**src/rtl/comma_word_aligner_if.sv**
```systemverilog
// Symbol path between the deserializer bit stream, the word aligner and the 10b/8b decoder.
// master is the aligner side: it takes the serial bit and drives the aligned symbol outputs.
interface comma_word_aligner_if;
    logic       is;
    logic [9:0] op;
    logic       valid;
    logic       is_comma;
    logic       locked;

    modport master (input is, output op, valid, is_comma, locked);
    modport slave  (output is, input op, valid, is_comma, locked);
endinterface

```
**src/rtl/comma_word_aligner.sv**
```systemverilog
// K28.5 comma hunter and 10-bit word aligner for the 8b/10b receive path.
// Serial bits enter LSB first; aligned symbols leave with a one-cycle valid strobe.
module comma_word_aligner #(
    parameter int unsigned LOCK_CNT = 3,
    parameter int unsigned MIS_MAX  = 2
) (
    input  logic                        clock,
    input  logic                        reset_l,
    comma_word_aligner_if.master        bus
);
    // state  | meaning
    // HUNT   | no alignment, any comma position accepted
    // SYNC   | candidate phase, counting aligned commas toward lock
    // LOCKED | phase held, symbols delivered every 10 clocks
    typedef enum logic [1:0] {HUNT, SYNC, LOCKED} state_t;

    localparam logic [9:0] K28_5_NEG = 10'h17C;
    localparam logic [9:0] K28_5_POS = 10'h283;
    localparam logic [3:0] LOCK_TGT  = 4'(LOCK_CNT);
    localparam logic [3:0] MIS_TGT   = 4'(MIS_MAX);

    state_t     state;
    logic [9:0] sr;
    logic [3:0] ph;
    logic [3:0] cc;
    logic [3:0] mc;
    logic       match;
    logic       boundary;
    logic [3:0] cc_inc;
    logic [3:0] mc_inc;

    assign match    = (sr == K28_5_NEG) || (sr == K28_5_POS);
    assign boundary = (ph == 4'd9);
    assign cc_inc   = (cc == 4'd15) ? cc : cc + 4'd1;
    assign mc_inc   = (mc == 4'd15) ? mc : mc + 4'd1;

    always_ff @(posedge clock or negedge reset_l) begin
        if (!reset_l) begin
            state        <= HUNT;
            sr           <= '0;
            ph           <= '0;
            cc           <= '0;
            mc           <= '0;
            bus.op       <= '0;
            bus.valid    <= 1'b0;
            bus.is_comma <= 1'b0;
            bus.locked   <= 1'b0;
        end else begin
            sr        <= {bus.is, sr[9:1]};
            ph        <= boundary ? 4'd0 : ph + 4'd1;
            bus.valid <= 1'b0;

            // The symbol that completes lock is seen while still in SYNC, so it is not delivered.
            if (state == LOCKED && boundary) begin
                bus.valid    <= 1'b1;
                bus.op       <= sr;
                bus.is_comma <= match;
            end

            case (state)
                HUNT: begin
                    if (match) begin
                        ph <= 4'd0;
                        cc <= 4'd1;
                        if (LOCK_TGT <= 4'd1) begin
                            state      <= LOCKED;
                            mc         <= 4'd0;
                            bus.locked <= 1'b1;
                        end else begin
                            state <= SYNC;
                        end
                    end
                end
                SYNC: begin
                    if (match) begin
                        if (boundary) begin
                            cc <= cc_inc;
                            if (cc_inc >= LOCK_TGT) begin
                                state      <= LOCKED;
                                mc         <= 4'd0;
                                bus.locked <= 1'b1;
                            end
                        end else begin
                            ph <= 4'd0;
                            cc <= 4'd1;
                        end
                    end
                end
                LOCKED: begin
                    if (match) begin
                        if (boundary) begin
                            mc <= 4'd0;
                        end else begin
                            // Isolated misaligned commas are tolerated without moving the phase.
                            mc <= mc_inc;
                            if (mc_inc >= MIS_TGT) begin
                                ph         <= 4'd0;
                                cc         <= 4'd1;
                                state      <= SYNC;
                                bus.locked <= 1'b0;
                            end
                        end
                    end
                end
                default: begin
                    state      <= HUNT;
                    bus.locked <= 1'b0;
                end
            endcase
        end
    end
endmodule
```
**src/flat_wrapper.sv**
```systemverilog
// flat-port wrapper written by rule: the top's interface ports become plain ports
module comma_word_aligner_flat 
#(
    parameter int unsigned LOCK_CNT = 3,
    parameter int unsigned MIS_MAX  = 2
)
  (clock, reset_l, bus_is, bus_op, bus_valid, bus_is_comma, bus_locked);
  comma_word_aligner_if bus_i ();
  input  logic clock;
  input  logic reset_l;
  input wire logic [$bits(bus_i.is)-1:0] bus_is;
  output wire logic [$bits(bus_i.op)-1:0] bus_op;
  output wire logic [$bits(bus_i.valid)-1:0] bus_valid;
  output wire logic [$bits(bus_i.is_comma)-1:0] bus_is_comma;
  output wire logic [$bits(bus_i.locked)-1:0] bus_locked;
  assign bus_i.is = bus_is;
  assign bus_op = bus_i.op;
  assign bus_valid = bus_i.valid;
  assign bus_is_comma = bus_i.is_comma;
  assign bus_locked = bus_i.locked;
  comma_word_aligner #(.LOCK_CNT(LOCK_CNT), .MIS_MAX(MIS_MAX)) u_core (.clock(clock), .reset_l(reset_l), .bus(bus_i));
endmodule
```
**config.mk**
```make
export PLATFORM = sky130hd
export DESIGN_NAME = comma_word_aligner_flat
export DESIGN_NICKNAME = d
export VERILOG_FILES = /design/src/rtl/comma_word_aligner_if.sv /design/src/rtl/comma_word_aligner.sv /design/src/flat_wrapper.sv
export SDC_FILE = /design/constraint.sdc
export NUM_CORES = 1
export LEC_CHECK = 0
export ABC_AREA = 1
export BUFFER_PORTS_ARGS = -buffer_cell sky130_fd_sc_hd__buf_4
export CORE_MARGIN = 4
export CORE_UTILIZATION = 30
export CTS_BUF_LIST = sky130_fd_sc_hd__clkbuf_4 sky130_fd_sc_hd__clkbuf_8
export CTS_CLUSTER_SIZE = 40
export DETAILED_ROUTE_END_ITERATION = 8
export SETUP_SLACK_MARGIN = 0.2
export SLEW_MARGIN = 20
export SYNTH_ARGS = -nofsm -noshare
export SYNTH_HDL_FRONTEND = slang
export SYNTH_SLANG_ARGS = --single-unit
```
**constraint.sdc**
```tcl
create_clock -name clock -period 3.5 [get_ports clock]
set_clock_uncertainty 0.05 [all_clocks]
set_input_delay 0.7 -clock clock [delete_from_list [all_inputs] [get_ports clock]]
set_output_delay 0.7 -clock clock [all_outputs]
set_load 0.02 [all_outputs]
```
======== Word level (Yosys, flattened, before mapping) ========
Cells that the tools add are included.
cells by class
  $add $sub $neg .......................... 3
  multiply operators ...................... 0
  div/mod/pow operators ................... 0
  order comparisons ....................... 2
  equality and inequality tests ........... 14
  shifts and indexed selects .............. 0
  muxes and demuxes ....................... 39
  bitwise gates (word level) .............. 1
  reduce and logical (&&, ||, !) cells .... 9
operators with widths
  kind                                                  number
  two-way mux 4 bit                                     20
  case mux 4 bit (3 select lines)                       2
  two-way mux 2 bit                                     7
  AND reduction 7 bit                                   2
  adder 4 x 1 -> 4 bit (second input constant)          3
  == test 4 bit (second input constant)                 3
  == test 10 bit (second input constant)                1
  == test 10 x 9 -> 1 bit (second input constant)       1
  != test 2 x 1 -> 1 bit (second input constant)        5
  >= comparator 4 x 2 -> 1 bit (second input constant)  2
  case mux 4 bit (2 select lines)                       1
  two-way mux 1 bit                                     7
  case mux 2 bit (3 select lines)                       1
  AND reduction 6 bit                                   1
  AND reduction 5 bit                                   1
  != test 2 bit (second input constant)                 2
  case mux 1 bit (3 select lines)                       1
  nonzero test 3 bit                                    1
  == test 2 x 1 -> 1 bit (second input constant)        1
  == test 2 bit (second input constant)                 1
  zero test 2 bit                                       1
  nonzero test 2 bit                                    1
  logical AND 1 bit                                     1
  logical OR 1 bit                                      1
  inverter 1 bit                                        1
word-level totals
  flip-flop bits (word level) ............. 37
  bits in latches ......................... 0
  memory bits (writable) .................. 0
  bits in read-only memories .............. 0
  bits of input ports ..................... 3
  output and inout port bits .............. 13
  logic and storage cells ................. 77
  memories ................................ 0

======== Longest topological paths before layout ========
Gate-level depths: netlist of run 1.
  depth after elaboration ................. 7
  depth in mapped cells ................... 12

======== Worst setup path after synthesis of run 1 ========
Ideal clock, no wire load.
  path kind ............................... register to register
  from .................................... register u_core.mc[0]
  to ...................................... register u_core.state[0]
  arrival time ............................ 1.367 ns
  data required time ...................... 3.333 ns
  slack ................................... 1.966 ns
  cell stages (with the launch flop) ...... 12
  path buffers ............................ 0
  cells stage by stage .................... dfrtp_1 > ha_1 > nand3_2 > nand2_1 > nand2_2 > nor2_4 > nand2_2 > nand2_2 > nor2_1 > nand2_2 > nand2_1 > nand2_1
on the way
  word-level cells in the longest chain between the ends .. 5
  elaborated cells between the ends (all ways) .. 6
RTL lines
  element                                                RTL line                   RTL
  from (decl)                                            comma_word_aligner.sv:26   logic [3:0] mc;
  from (signal assigned)                                 comma_word_aligner.sv:95   mc <= mc_inc;
  adder 4 x 1 -> 4 bit or == test 4 bit (tied branches)  comma_word_aligner.sv:35   assign mc_inc = (mc == 4'd15) ? mc : mc + 4'd1;
  two-way mux 4 bit *                                    comma_word_aligner.sv:35
  >= comparator 4 x 2 -> 1 bit *                         comma_word_aligner.sv:96   if (mc_inc >= MIS_TGT) begin
  != test 2 bit (no line) *                              n/a
  AND reduction 7 bit (no line) *                        n/a
  to (signal assigned)                                   comma_word_aligner.sv:39   state <= HUNT;
  to (signal assigned)                                   comma_word_aligner.sv:99   state <= SYNC;
  to (signal assigned)                                   comma_word_aligner.sv:106  state <= HUNT;
  to (decl)                                              comma_word_aligner.sv:22   state_t state;
Mark *: on every way between the ends. The rest lies on a longest branch, timed or not.
A chain may end at the register's enable or synchronous reset.

======== Worst setup path after layout of run 1 ========
  from .................................... register u_core.ph[0]
  to ...................................... register u_core.state[0]
on the way
  word-level cells in the longest chain between the ends .. 3
  elaborated cells between the ends (all ways) .. 4
RTL lines
  element                                                            RTL line                  RTL
  from (decl)                                                        comma_word_aligner.sv:24  logic [3:0] ph;
  from (signal assigned)                                             comma_word_aligner.sv:50  ph <= boundary ? 4'd0 : ph + 4'd1;
  == test 4 bit *                                                    comma_word_aligner.sv:33  assign boundary = (ph == 4'd9);
  != test 2 bit (no line) or != test 2 x 1 -> 1 bit (tied branches)  n/a
  AND reduction 7 bit (no line) *                                    n/a
  to (signal assigned)                                               comma_word_aligner.sv:39
  to (signal assigned)                                               comma_word_aligner.sv:66  state <= LOCKED;
  to (signal assigned)                                               comma_word_aligner.sv:70  state <= SYNC;
Marks and branches as above.

==> key figures, run 1 <==
Pwr
  • Max rail drop VDD: 0.328 mV
  • Leak: 1.16 nW
  • Internal power: 926 uW
  • Psw: 673 uW
  • Total power: 1.60 mW
  • Clk pwr share: 0.189
  • Sw frac: 0.421
  • PwrDens: 717 nW/um^2
  • Logic gate share of total power: 0.436
  • Sequential share of power: 0.376

Worst setup path
  • CP max-delay cell: nand2_1
  • CP peak stage delay: 0.63 ns
  • Crit path arrival time: 2.20 ns
  • Required @ worst endpoint: 3.62 ns
  • CP dominant cell by count: nand2_1
  • Crit path kind: reg -> reg
  • Crit end category: register
  • Crit Path Max Fanout: 27
  • Register-to-Register Setup Slack: 1.42 ns
  • CP Cell Sequence: ha_1 -> nand2_1 -> nor2_4 -> nand2_1 -> nand2_2 -> nor2_1 -> nand2_2 -> nand2_1 -> nand2_1
  • CP Launch Type: register

Timing
  • Setup TNS: 0 ns
  • Final setup violation count: 0
  • Final critical-path share of the clock period: 0.594
  • Final hold violations: 0
  • Worst setup margin: 1.42 ns
  • Worst slew margin: 0.431
  • Worst Max-Slew Pin Slew: 0.851 ns
  • Tmin final: 2.08 ns
  • RSZ-0062 raised after global routing: no
  • Final max-slew violation count: 0
  • F_max: 0.481 GHz
  • Hold Worst Slack: 0.315 ns

Drt
  • Pre-antenna DRT Iters: 5
  • Post-DRT Antenna Nets: 0
  • Avg WL per Cell: 10.8 um
  • Via count: 1462
  • 1st-iter DRT viols: 97
  • Wirelength, routed: 3650 um
  • Routed vias/inst: 4.34
  • DRC: 0

Synth
  • Synth Flop Type: dfrtp_1
  • Avg Cell Area, Syn: 8.11 um^2
  • FF+latch count, synth: 37
  • Yosys warnings: 0
  • Post-synth EDFFs: 0
  • Netlist cell types: 23
  • Synth Net Count: 250
  • Ys async rst share: 1.00
  • Dominant cell type by area after synthesis: dfrtp_1
  • Syn Inst Count: 239
  • Largest cells by area after synthesis: dfrtp_1 (48%), nand2_1 (16%), ha_1 (5.2%), inv_1 (4.8%), nand3_1 (4.6%)
  • Synth top area share: 0.478
  • Sequential share of the synthesized area: 0.478
  • Mapped Area: 1940 um^2

Global routing
  • Gr usage total: 0.108
  • Antenna violations before repair: 0
  • Gr ovfl total: 0
  • Largest net degree at the start of global routing: 38
  • Vias in the first global route: 1454
  • First-pass GRT wire length: 6730 um

Final layout
  • Final net count: 270
  • Final core utilization: 0.353
  • N_diodes: 0
  • Area grow syn2layout: 15.0%
  • Share of cells above drive strength 1: 0.177
  • # fillers: 670

Status
  • Status: finished clean

Clock network
  • H-tree Lvls: 2
  • CTS tree: yes
  • Root Buffer: clkbuf_8
  • Total CTS buffers: 5
  • Max Buffers Root-to-Sink: 2
  • # clock sinks: 37
  • CTS hold repair buffers: 0
  • Clk slew on worst S/H paths: 0.08 ns
  • Clock Latency Late Sink: 0.29 ns
  • Setup bufs post-CTS: 0
  • Resize count post-CTS: 0

Floorplan
  • Boundary pin count: 16
  • Core area: 6310 um^2
  • Die area: 7810 um^2
  • Num rows: 29
  • Die Span Y: 88.4 um
  • Initial Utilization: 0.307
  • Horiz. Die Dim: 88.4 um

Placement
  • Post-DP HPWL: 2740 um
  • Routability cong.: 0.798
  • Pre-CTS setup slack: 1.41 ns
  • # port buffers: 15

Job
  • Max-cap viol count: 0

Worst hold path
  • Hold Path Class: in -> async
==> logic make-up after synthesis <==
family                   count (synthesis)  share of synthesized area
AND/OR/NAND/NOR                        144                      0.348
AO/OA/AOI/OAI                           15                     0.0465
adder cells (fa/ha/maj)                  8                     0.0516
flip-flops                              37                      0.478
buffers and inverters                   32                     0.0626
XOR/XNOR                                 3                     0.0136
==> sequential cells by signal, summed over array words and instances (netlist names) <==
name / flops
u_core.bus.is_comma: 1
u_core.sr: 10
u_core.bus.valid: 1
u_core.mc: 4
u_core.cc: 4
u_core.bus.op: 10
u_core.state: 2
u_core.ph: 4
u_core.bus.locked: 1
==> path summary, 6_finish.rpt <==
path,startpoint,end,cells past startpoint
min reg2reg,u_core.sr[5],u_core.sr[4],0
min,reset_l,u_core.bus.valid,1
max reg2reg,u_core.ph[0],u_core.state[0],9
max,u_core.ph[0],u_core.state[0],9
max in group asynchronous,reset_l,u_core.ph[0],1
min in group clock,u_core.sr[5],u_core.sr[4],0
==> synthesized netlist by cell type, types with 3 or more instances <==
cell     count
a21oi_1      4
dfrtp_1     37
ha_1         8
inv_1       25
inv_2        4
nand2_1     82
nand2_2      7
nand3_1     18
nand3_2      3
nand4_1      6
nor2_1      20
nor2_4       3
o21ai_1      9
xor2_1       3
==> final cells by class <==
type	count	area (um^2)	share of cell area
tap	77	96.3	0.0432
multi-input combinational	170	891	0.400
clock buffer	6	76.3	0.0342
timing repair buffer	15	113	0.0505
clock inverter	2	15.0	0.00673
inverter	30	113	0.0505
sequential	37	926	0.415
==> through the flow <==
step | cell area, um^2 | cells
2_1_floorplan | 1940 | 239
3_3_place_gp | 2140 | 329
3_5_place_dp | 2140 | 329
4_1_cts | 2230 | 337
5_1_grt | 2230 | 337
6_report | 2230 | 337
==> per-layer routing <==
layer | global-route usage | wire length [um]
met5 | 0 | 0
met3 | 0.0214 | 103
met4 | 0.0412 | 72
met1 | 0.145 | 1820
met2 | 0.173 | 1650
==> cell usage in the layout, fill, tap and decap left out, types with 4 or more instances in the layout <==
master    instances
o21ai_1           9
inv_2             4
nand4_1           6
buf_4            15
nand3_1          18
dfrtp_1          37
clkbuf_8          5
a21oi_1           4
nor2_1           20
ha_1              8
nand2_2           7
nand2_1          82
inv_1            25
==> critical path, delay by kind of cell, from the launching register on <==
kind / cells / cell delay, ns
DFF: 1 / 0.41
adders and majority gates: 1 / 0.20
and+or+nand+nor: 8 / 1.31
==> power groups by stage <==
stage / Combinational (mW) / Clock [mW] / Sequential, mW
3_5_place_dp: 0.703 / 0 / 0.610
2_1_floorplan: 0.480 / 0 / 0.645
6_report: 0.697 / 0.302 / 0.601
5_1_grt: 0.796 / 0.333 / 0.617
3_3_place_gp: 0.694 / 0 / 0.605
4_1_cts: 0.706 / 0.312 / 0.602
Note: power is estimated with default switching activity, not from simulation.
==> run 2, diff against run 1 <==
--- a/config.mk
+++ b/config.mk
@@ -5,7 +5,7 @@
 export SDC_FILE = /design/constraint.sdc
 export NUM_CORES = 1
 export LEC_CHECK = 0
-export ABC_AREA = 1
+export ABC_AREA = 0
 export BUFFER_PORTS_ARGS = -buffer_cell sky130_fd_sc_hd__buf_4
 export CORE_MARGIN = 4
 export CORE_UTILIZATION = 30
==> constraint.sdc (replaced) <==
create_clock -name clock -period 1.9 [get_ports clock]
set_clock_uncertainty 0.05 [all_clocks]
set_input_delay 0.38 -clock clock [delete_from_list [all_inputs] [get_ports clock]]
set_output_delay 0.38 -clock clock [all_outputs]
set_load 0.02 [all_outputs]
==> key figures, run 2 <==
Status
  • Status: complete, but fails checks
  • Failing checks: negative hold slack, negative setup slack

Global routing
  • Largest net degree at the start of global routing: 38 (unchanged)
  • Gr ovfl total: 0 (unchanged)
  • Antenna violations before repair: 0 (unchanged)
  • First-pass GRT wire length: 6300 um (-6.4%)
  • Gr usage total: 0.111 (+0.00233)
  • Vias in the first global route: 1403 (-3.5%)

Floorplan
  • Die Span Y: 82.9 um (-6.2%)
  • Horiz. Die Dim: 82.9 um (-6.2%)
  • Die area: 6880 um^2 (-12%)
  • Initial Utilization: 0.308 (+0.000752)
  • Core area: 5470 um^2 (-13%)
  • Num rows: 27 (-6.9%)
  • Boundary pin count: 16 (unchanged)

Synth
  • Sequential share of the synthesized area: 0.550 (+0.0720)
  • Syn Inst Count: 150 (-37%)
  • Largest cells by area after synthesis: dfrtp_1 (55%), mux2_2 (6.7%), ha_1 (5.9%), o21ai_0 (3.9%), nand2_1 (2.5%)
  • Mapped Area: 1680 um^2 (-13%)
  • Synth top area share: 0.550 (+0.0720)
  • Ys async rst share: 1.00 (unchanged)
  • Post-synth EDFFs: 0 (unchanged)
  • Yosys warnings: 0 (unchanged)
  • Synth Net Count: 161 (-36%)
  • Dominant cell type by area after synthesis: dfrtp_1
  • Most common cell in the synthesized netlist: dfrtp_1
  • Synth cell count leaders: dfrtp_1 (37), o21ai_0 (13), nand2_1 (11), nor2_1 (11), mux2_2 (10)
  • FF+latch count, synth: 37 (unchanged)
  • Avg Cell Area, Syn: 11.2 um^2 (+38%)
  • Synth Flop Type: dfrtp_1
  • Netlist cell types: 37 (+61%)

Timing
  • Tmin final: 2.00 ns (-0.0766 ns)
  • Final max-slew violation count: 0 (unchanged)
  • Worst Max-Slew Pin Slew: 0.464 ns (-0.387 ns)
  • RSZ-0062 raised after global routing: yes
  • Hold Worst Slack: -0.00915 ns (-0.324 ns)
  • F_max: 0.499 GHz (+3.8%)
  • Final hold violations: 29 (+29)
  • Final setup violation count: 10 (+10)
  • Worst setup margin: -0.103 ns (-1.52 ns)
  • Final critical-path share of the clock period: 1.05 (+0.460)
  • Worst slew margin: 0.691 (+0.259)
  • Setup TNS: -0.378 ns (-0.378 ns)

Pwr
  • Leak: 1.09 nW (-6.8%)
  • Psw: 534 uW (-21%)
  • Logic gate share of total power: 0.184 (-0.252)
  • Internal power: 1.28 mW (+38%)
  • Max rail drop VDD: 0.338 mV (+3.3%)
  • PwrDens: 779 nW/um^2 (+8.6%)
  • Sw frac: 0.294 (-0.126)
  • Sequential share of power: 0.505 (+0.129)
  • Total power: 1.81 mW (+13%)
  • Clk pwr share: 0.311 (+0.122)

Placement
  • # port buffers: 15 (unchanged)
  • Post-DP Area: 2160 um^2 (+0.88%)
  • Pre-CTS setup slack: -0.0994 ns (-1.51 ns)
  • Placed cell count: 264 (-20%)
  • Post-DP HPWL: 2490 um (-8.9%)
  • Routability cong.: 0.795 (-0.36%)

Clock network
  • Clk slew on worst S/H paths: 0.08 ns (about the same)
  • Clock Latency Late Sink: 0.29 ns (about the same)
  • H-tree Lvls: 2 (unchanged)
  • CTS tree: yes
  • Max Buffers Root-to-Sink: 2 (unchanged)
  • Total CTS buffers: 5 (unchanged)
  • CTS hold repair buffers: 0 (unchanged)
  • # clock sinks: 37 (unchanged)
  • Root Buffer: clkbuf_8

Final layout
  • Most common cell after layout, fill and taps aside: buf_4
  • Final core utilization: 0.426 (+0.0725)
  • Post-Layout Cell Count: 275 (-18%)
  • Final net count: 213 (-21%)
  • Biggest regs: u_core.bus.op: 10 flops, u_core.sr: 10 flops
  • N_diodes: 0 (unchanged)
  • Most frequent cells in the layout: buf_4 (45), dfrtp_1 (36), nand2_1 (10), mux2_2 (10), nor2_1 (9)
  • Final instance area: 2330 um^2 (+4.5%)
  • Share of cells above drive strength 1: 0.438 (+0.262)
  • Area grow syn2layout: 38.3%

Job
  • Max-cap viol count: 0 (unchanged)

Worst setup path
  • Crit path arrival time: 2.13 ns (-0.07 ns)
  • Crit end category: register
  • CP Launch Type: register
  • Required @ worst endpoint: 2.03 ns (-1.59 ns)
  • Crit Path Max Fanout: 6 (-78%)
  • Crit path kind: reg -> reg

Drt
  • Avg WL per Cell: 12.9 um (+19%)
  • DRC: 0 (unchanged)
  • Pre-antenna DRT Iters: 4 (-1)
  • 1st-iter DRT viols: 81 (-16%)
  • Post-DRT Antenna Nets: 0 (unchanged)
  • Via count: 1333 (-8.8%)
  • Wirelength, routed: 3540 um (-3.0%)
  • Routed vias/inst: 4.85 (+12%)

Worst hold path
  • Hold Path Class: in -> async
run 2: layer usage:
metal | track usage | vias to the layer above | routed length, um
met5 | 0 | - | 0
met4 | 0.0431 | 0 | 79
met3 | 0.0268 | 9 | 92
met2 | 0.190 | 25 | 1750
met1 | 0.133 | 651 | 1610
li1 | - | 648 | -
run 2: critical path, stage by stage (launching register included):
cell and delay (ns):
dfrtp_1 0.43, nor4_2 0.27, nand4b_1 0.16, and2_4 0.17
a221o_2 0.42, o21a_1 0.19, a41o_1 0.20
run 2: area by class of cell:
| cell class | instances | area [um^2] |
|---|---|---|
| flip-flops and latches | 37 | 927 |
| well taps | 72 | 90.1 |
| clock buffers | 5 | 68.8 |
| fillers | 542 | 3140 |
| repair buffers | 46 | 349 |
| multi-input cells | 106 | 851 |
| clock inverters | 3 | 21.3 |
| inverters | 6 | 22.5 |
run 2: cells by family (layout without fill, tap and decap cells):
| logic type | count (synthesis) | in the layout | share of synthesized area |
|---|---|---|---|
| simple gates | 51 | 51 | 0.165 |
| flops | 37 | 37 | 0.550 |
| compound gates | 35 | 35 | 0.133 |
| mux | 10 | 10 | 0.0669 |
| fa+ha+maj | 8 | 8 | 0.0594 |
| buf+inv | 7 | 60 | 0.0156 |
| xor+xnor | 2 | 2 | 0.0104 |
run 2: worst paths after layout:
check,start,end,slack [ns],cells past startpoint
max in group asynchronous,reset_l,u_core.cc[0],1.46,1
hold / removal,reset_l,u_core.bus.op[0],-0.009,1
min in group clock,bus_is,u_core.sr[9],0.14,1
setup / recovery,u_core.sr[4],u_core.cc[1],-0.10,6
setup reg to reg,u_core.sr[4],u_core.cc[1],-0.10,6
hold reg to reg,u_core.sr[5],u_core.sr[4],0.40,0
run 2: power groups by stage:
stage	registers, mW	logic [mW]	clock network (mW)
final	0.916	0.334	0.565
after global routing	0.926	0.385	0.610
after CTS	0.914	0.324	0.571
after detailed placement	0.929	0.304	0
after global placement	0.926	0.300	0
after floorplan	0.927	0.187	0
run 2: what timing repair did:
action                                 in CTS  in global routing
setup endpoints to repair                  15                 25
endpoints found under the hold margin       0                  0
cloned                                      0                  0
resized for setup                          15                  5
setup buffers                               2                  1
pin swaps                                  10                  3
==> run 3, diff against run 2 <==
--- a/config.mk
+++ b/config.mk
@@ -12,6 +12,7 @@
 export CTS_BUF_LIST = sky130_fd_sc_hd__clkbuf_4 sky130_fd_sc_hd__clkbuf_8
 export CTS_CLUSTER_SIZE = 40
 export DETAILED_ROUTE_END_ITERATION = 8
+export HOLD_SLACK_MARGIN = 0.15
 export SETUP_SLACK_MARGIN = 0.2
 export SLEW_MARGIN = 20
 export SYNTH_ARGS = -nofsm -noshare
==> key figures, run 3 (synthesis gave the netlist of run 2 again) <==
Status
  • Status: complete, but fails checks
  • Failing checks: negative setup slack

Final layout
  • Final core utilization: 0.429 (+0.00366)
  • Final instance area: 2350 um^2 (+0.86%)
  • # fillers: 541 (-0.18%)
  • Area grow syn2layout: 39.5%
  • Final net count: 215 (+0.94%)
  • Most frequent cells in the layout: buf_4 (45), dfrtp_1 (36), nand2_1 (10), mux2_2 (10), nor2_1 (9)
  • Biggest regs: u_core.bus.op: 10 flops, u_core.sr: 10 flops
  • Share of cells above drive strength 1: 0.434 (-0.00428)
  • N_diodes: 0 (unchanged)
  • Post-Layout Cell Count: 277 (+0.73%)
  • Most common cell after layout, fill and taps aside: buf_4

Global routing
  • Vias in the first global route: 1416 (+0.93%)
  • Gr ovfl total: 0 (unchanged)
  • Largest net degree at the start of global routing: 38 (unchanged)
  • First-pass GRT wire length: 6340 um (+0.67%)
  • Gr usage total: 0.111 (+0.000627)
  • Antenna violations before repair: 0 (unchanged)

Clock network
  • Max Buffers Root-to-Sink: 2 (unchanged)
  • Total CTS buffers: 5 (unchanged)
  • Root Buffer: clkbuf_8
  • H-tree Lvls: 2 (unchanged)
  • CTS tree: yes
  • Clk slew on worst S/H paths: 0.08 ns (about the same)
  • Clock Latency Late Sink: 0.29 ns (about the same)
  • # clock sinks: 37 (unchanged)

Drt
  • Avg WL per Cell: 12.8 um (-0.47%)
  • Post-DRT Antenna Nets: 0 (unchanged)
  • Wirelength, routed: 3550 um (+0.25%)
  • Via count: 1343 (+0.75%)
  • Routed vias/inst: 4.85 (about the same)
  • Pre-antenna DRT Iters: 4 (unchanged)
  • DRC: 0 (unchanged)
  • 1st-iter DRT viols: 84 (+3.7%)

Worst setup path
  • R2R depth: 6 (unchanged)
  • CP Launch Type: register
  • Crit end category: register
  • Required @ worst endpoint: 2.03 ns (about the same)
  • Crit path kind: reg -> reg
  • Worst reg2reg endpoint: u_core.cc[1]
  • Crit path arrival time: 2.13 ns (about the same)
  • R2R Path Start: u_core.sr[0]
  • Crit Path Max Fanout: 6 (unchanged)
  • Register-to-Register Setup Slack: -0.10 ns (about the same)

Timing
  • Worst slew margin: 0.691 (+0.000719)
  • RSZ-0062 raised after global routing: yes
  • Final hold violations: 0 (-100%)
  • Final setup violation count: 10 (unchanged)
  • F_max: 0.499 GHz (about the same)
  • Worst setup margin: -0.103 ns (-0.0000720 ns)
  • Final max-slew violation count: 0 (unchanged)
  • Final critical-path share of the clock period: 1.05 (about the same)
  • Tmin final: 2.00 ns (+0.0000720 ns)
  • Worst Max-Slew Pin Slew: 0.463 ns (-0.00108 ns)

Floorplan
  • Boundary pin count: 16 (unchanged)
  • Core area: 5470 um^2 (unchanged)
  • Initial Utilization: 0.308 (unchanged)
  • Num rows: 27 (unchanged)
  • Die Span Y: 82.9 um (unchanged)
  • Horiz. Die Dim: 82.9 um (unchanged)
  • Die area: 6880 um^2 (unchanged)

Placement
  • Post-DP Area: 2160 um^2 (unchanged)
  • Routability cong.: 0.795 (unchanged)
  • Post-DP HPWL: 2490 um (unchanged)
  • Placed cell count: 264 (unchanged)
  • # port buffers: 15 (unchanged)

Worst hold path
  • Hold path depth: 0
  • Worst min-delay path startpoint: u_core.sr[5]
  • Hold Path Class: reg -> reg
  • Hold EP: u_core.sr[4]

Pwr
  • PwrDens: 774 nW/um^2 (-0.66%)
  • Max rail drop VDD: 0.338 mV (about the same)
  • Leak: 1.09 nW (+0.77%)

Job
  • Max-cap viol count: 0 (unchanged)
## run 3: cell types whose count changed in the layout (fill, tap and decap cells not counted)
cell,delta
dlygate4sd3_1,+2
## run 3: critical path, stage by stage (launching register included)
cell	delay [ns]
dfrtp_1	0.39
nor4b_2	0.30
nand4_1	0.16
and2_4	0.19
a221o_2	0.42
o21a_1	0.19
a41o_1	0.20
## run 3: power breakdown
| part | internal, mW | switching [mW] | leakage (nW) |
|---|---|---|---|
| Combinational | 0.167 | 0.170 | 0.568 |
| Clock | 0.260 | 0.304 | 0.0445 |
| Sequential | 0.856 | 0.0605 | 0.481 |
## run 3: through the flow
stage	TNS (ns)	hold slack [ns]	worst slack [ns]	total power, mW
6_report	-0.356	0.400	-0.103	1.82
5_1_grt	-2.09	0.429	-0.197	1.92
4_1_cts	-0.631	0.386	-0.120	1.81
3_5_place_dp	-0.363	0.322	-0.0994	1.23
3_3_place_gp	-0.388	0.322	-0.0932	1.23
2_1_floorplan	0	0.0344	0.000113	1.11
## run 3: area by class of cell
class / instances / area (um^2) / area share
Sequential cell: 37 / 927 / 0.395
Multi-Input combinational cell: 106 / 851 / 0.362
Timing Repair Buffer: 48 / 369 / 0.157
Tap cell: 72 / 90.1 / 0.0383
Clock buffer: 5 / 68.8 / 0.0293
Inverter: 6 / 22.5 / 0.00958
Clock inverter: 3 / 21.3 / 0.00905
## run 3: worst max-delay path by stage
stage	start	endpoint	slack, ns
detailed placement	u_core.sr[4]	u_core.cc[1]	-0.1
CTS	u_core.sr[9]	u_core.cc[1]	-0.12
finish	u_core.sr[0]	u_core.cc[1]	-0.10
floorplan	u_core.sr[0]	u_core.cc[1]	0.0001
global placement	u_core.sr[9]	u_core.cc[1]	-0.09
global route	u_core.sr[0]	u_core.bus.locked	-0.20
## run 3: what timing repair did
action                                  in CTS  in global routing
hold endpoints to repair                    38                  0
gates resized for setup                     15                  5
endpoints found under the setup margin      15                 25
buffers inserted                             2                  1
pin swaps                                   10                  3
hold buffers                                 2                  0
## run 3: per-layer routing
layer / GRT usage / vias to the layer above / part of all wire
li1: - / 652 / -
met1: 0.133 / 659 / 0.46
met2: 0.192 / 23 / 0.50
met5: 0 / - / 0
met4: 0.0431 / 0 / 0.022
met3: 0.0268 / 9 / 0.024
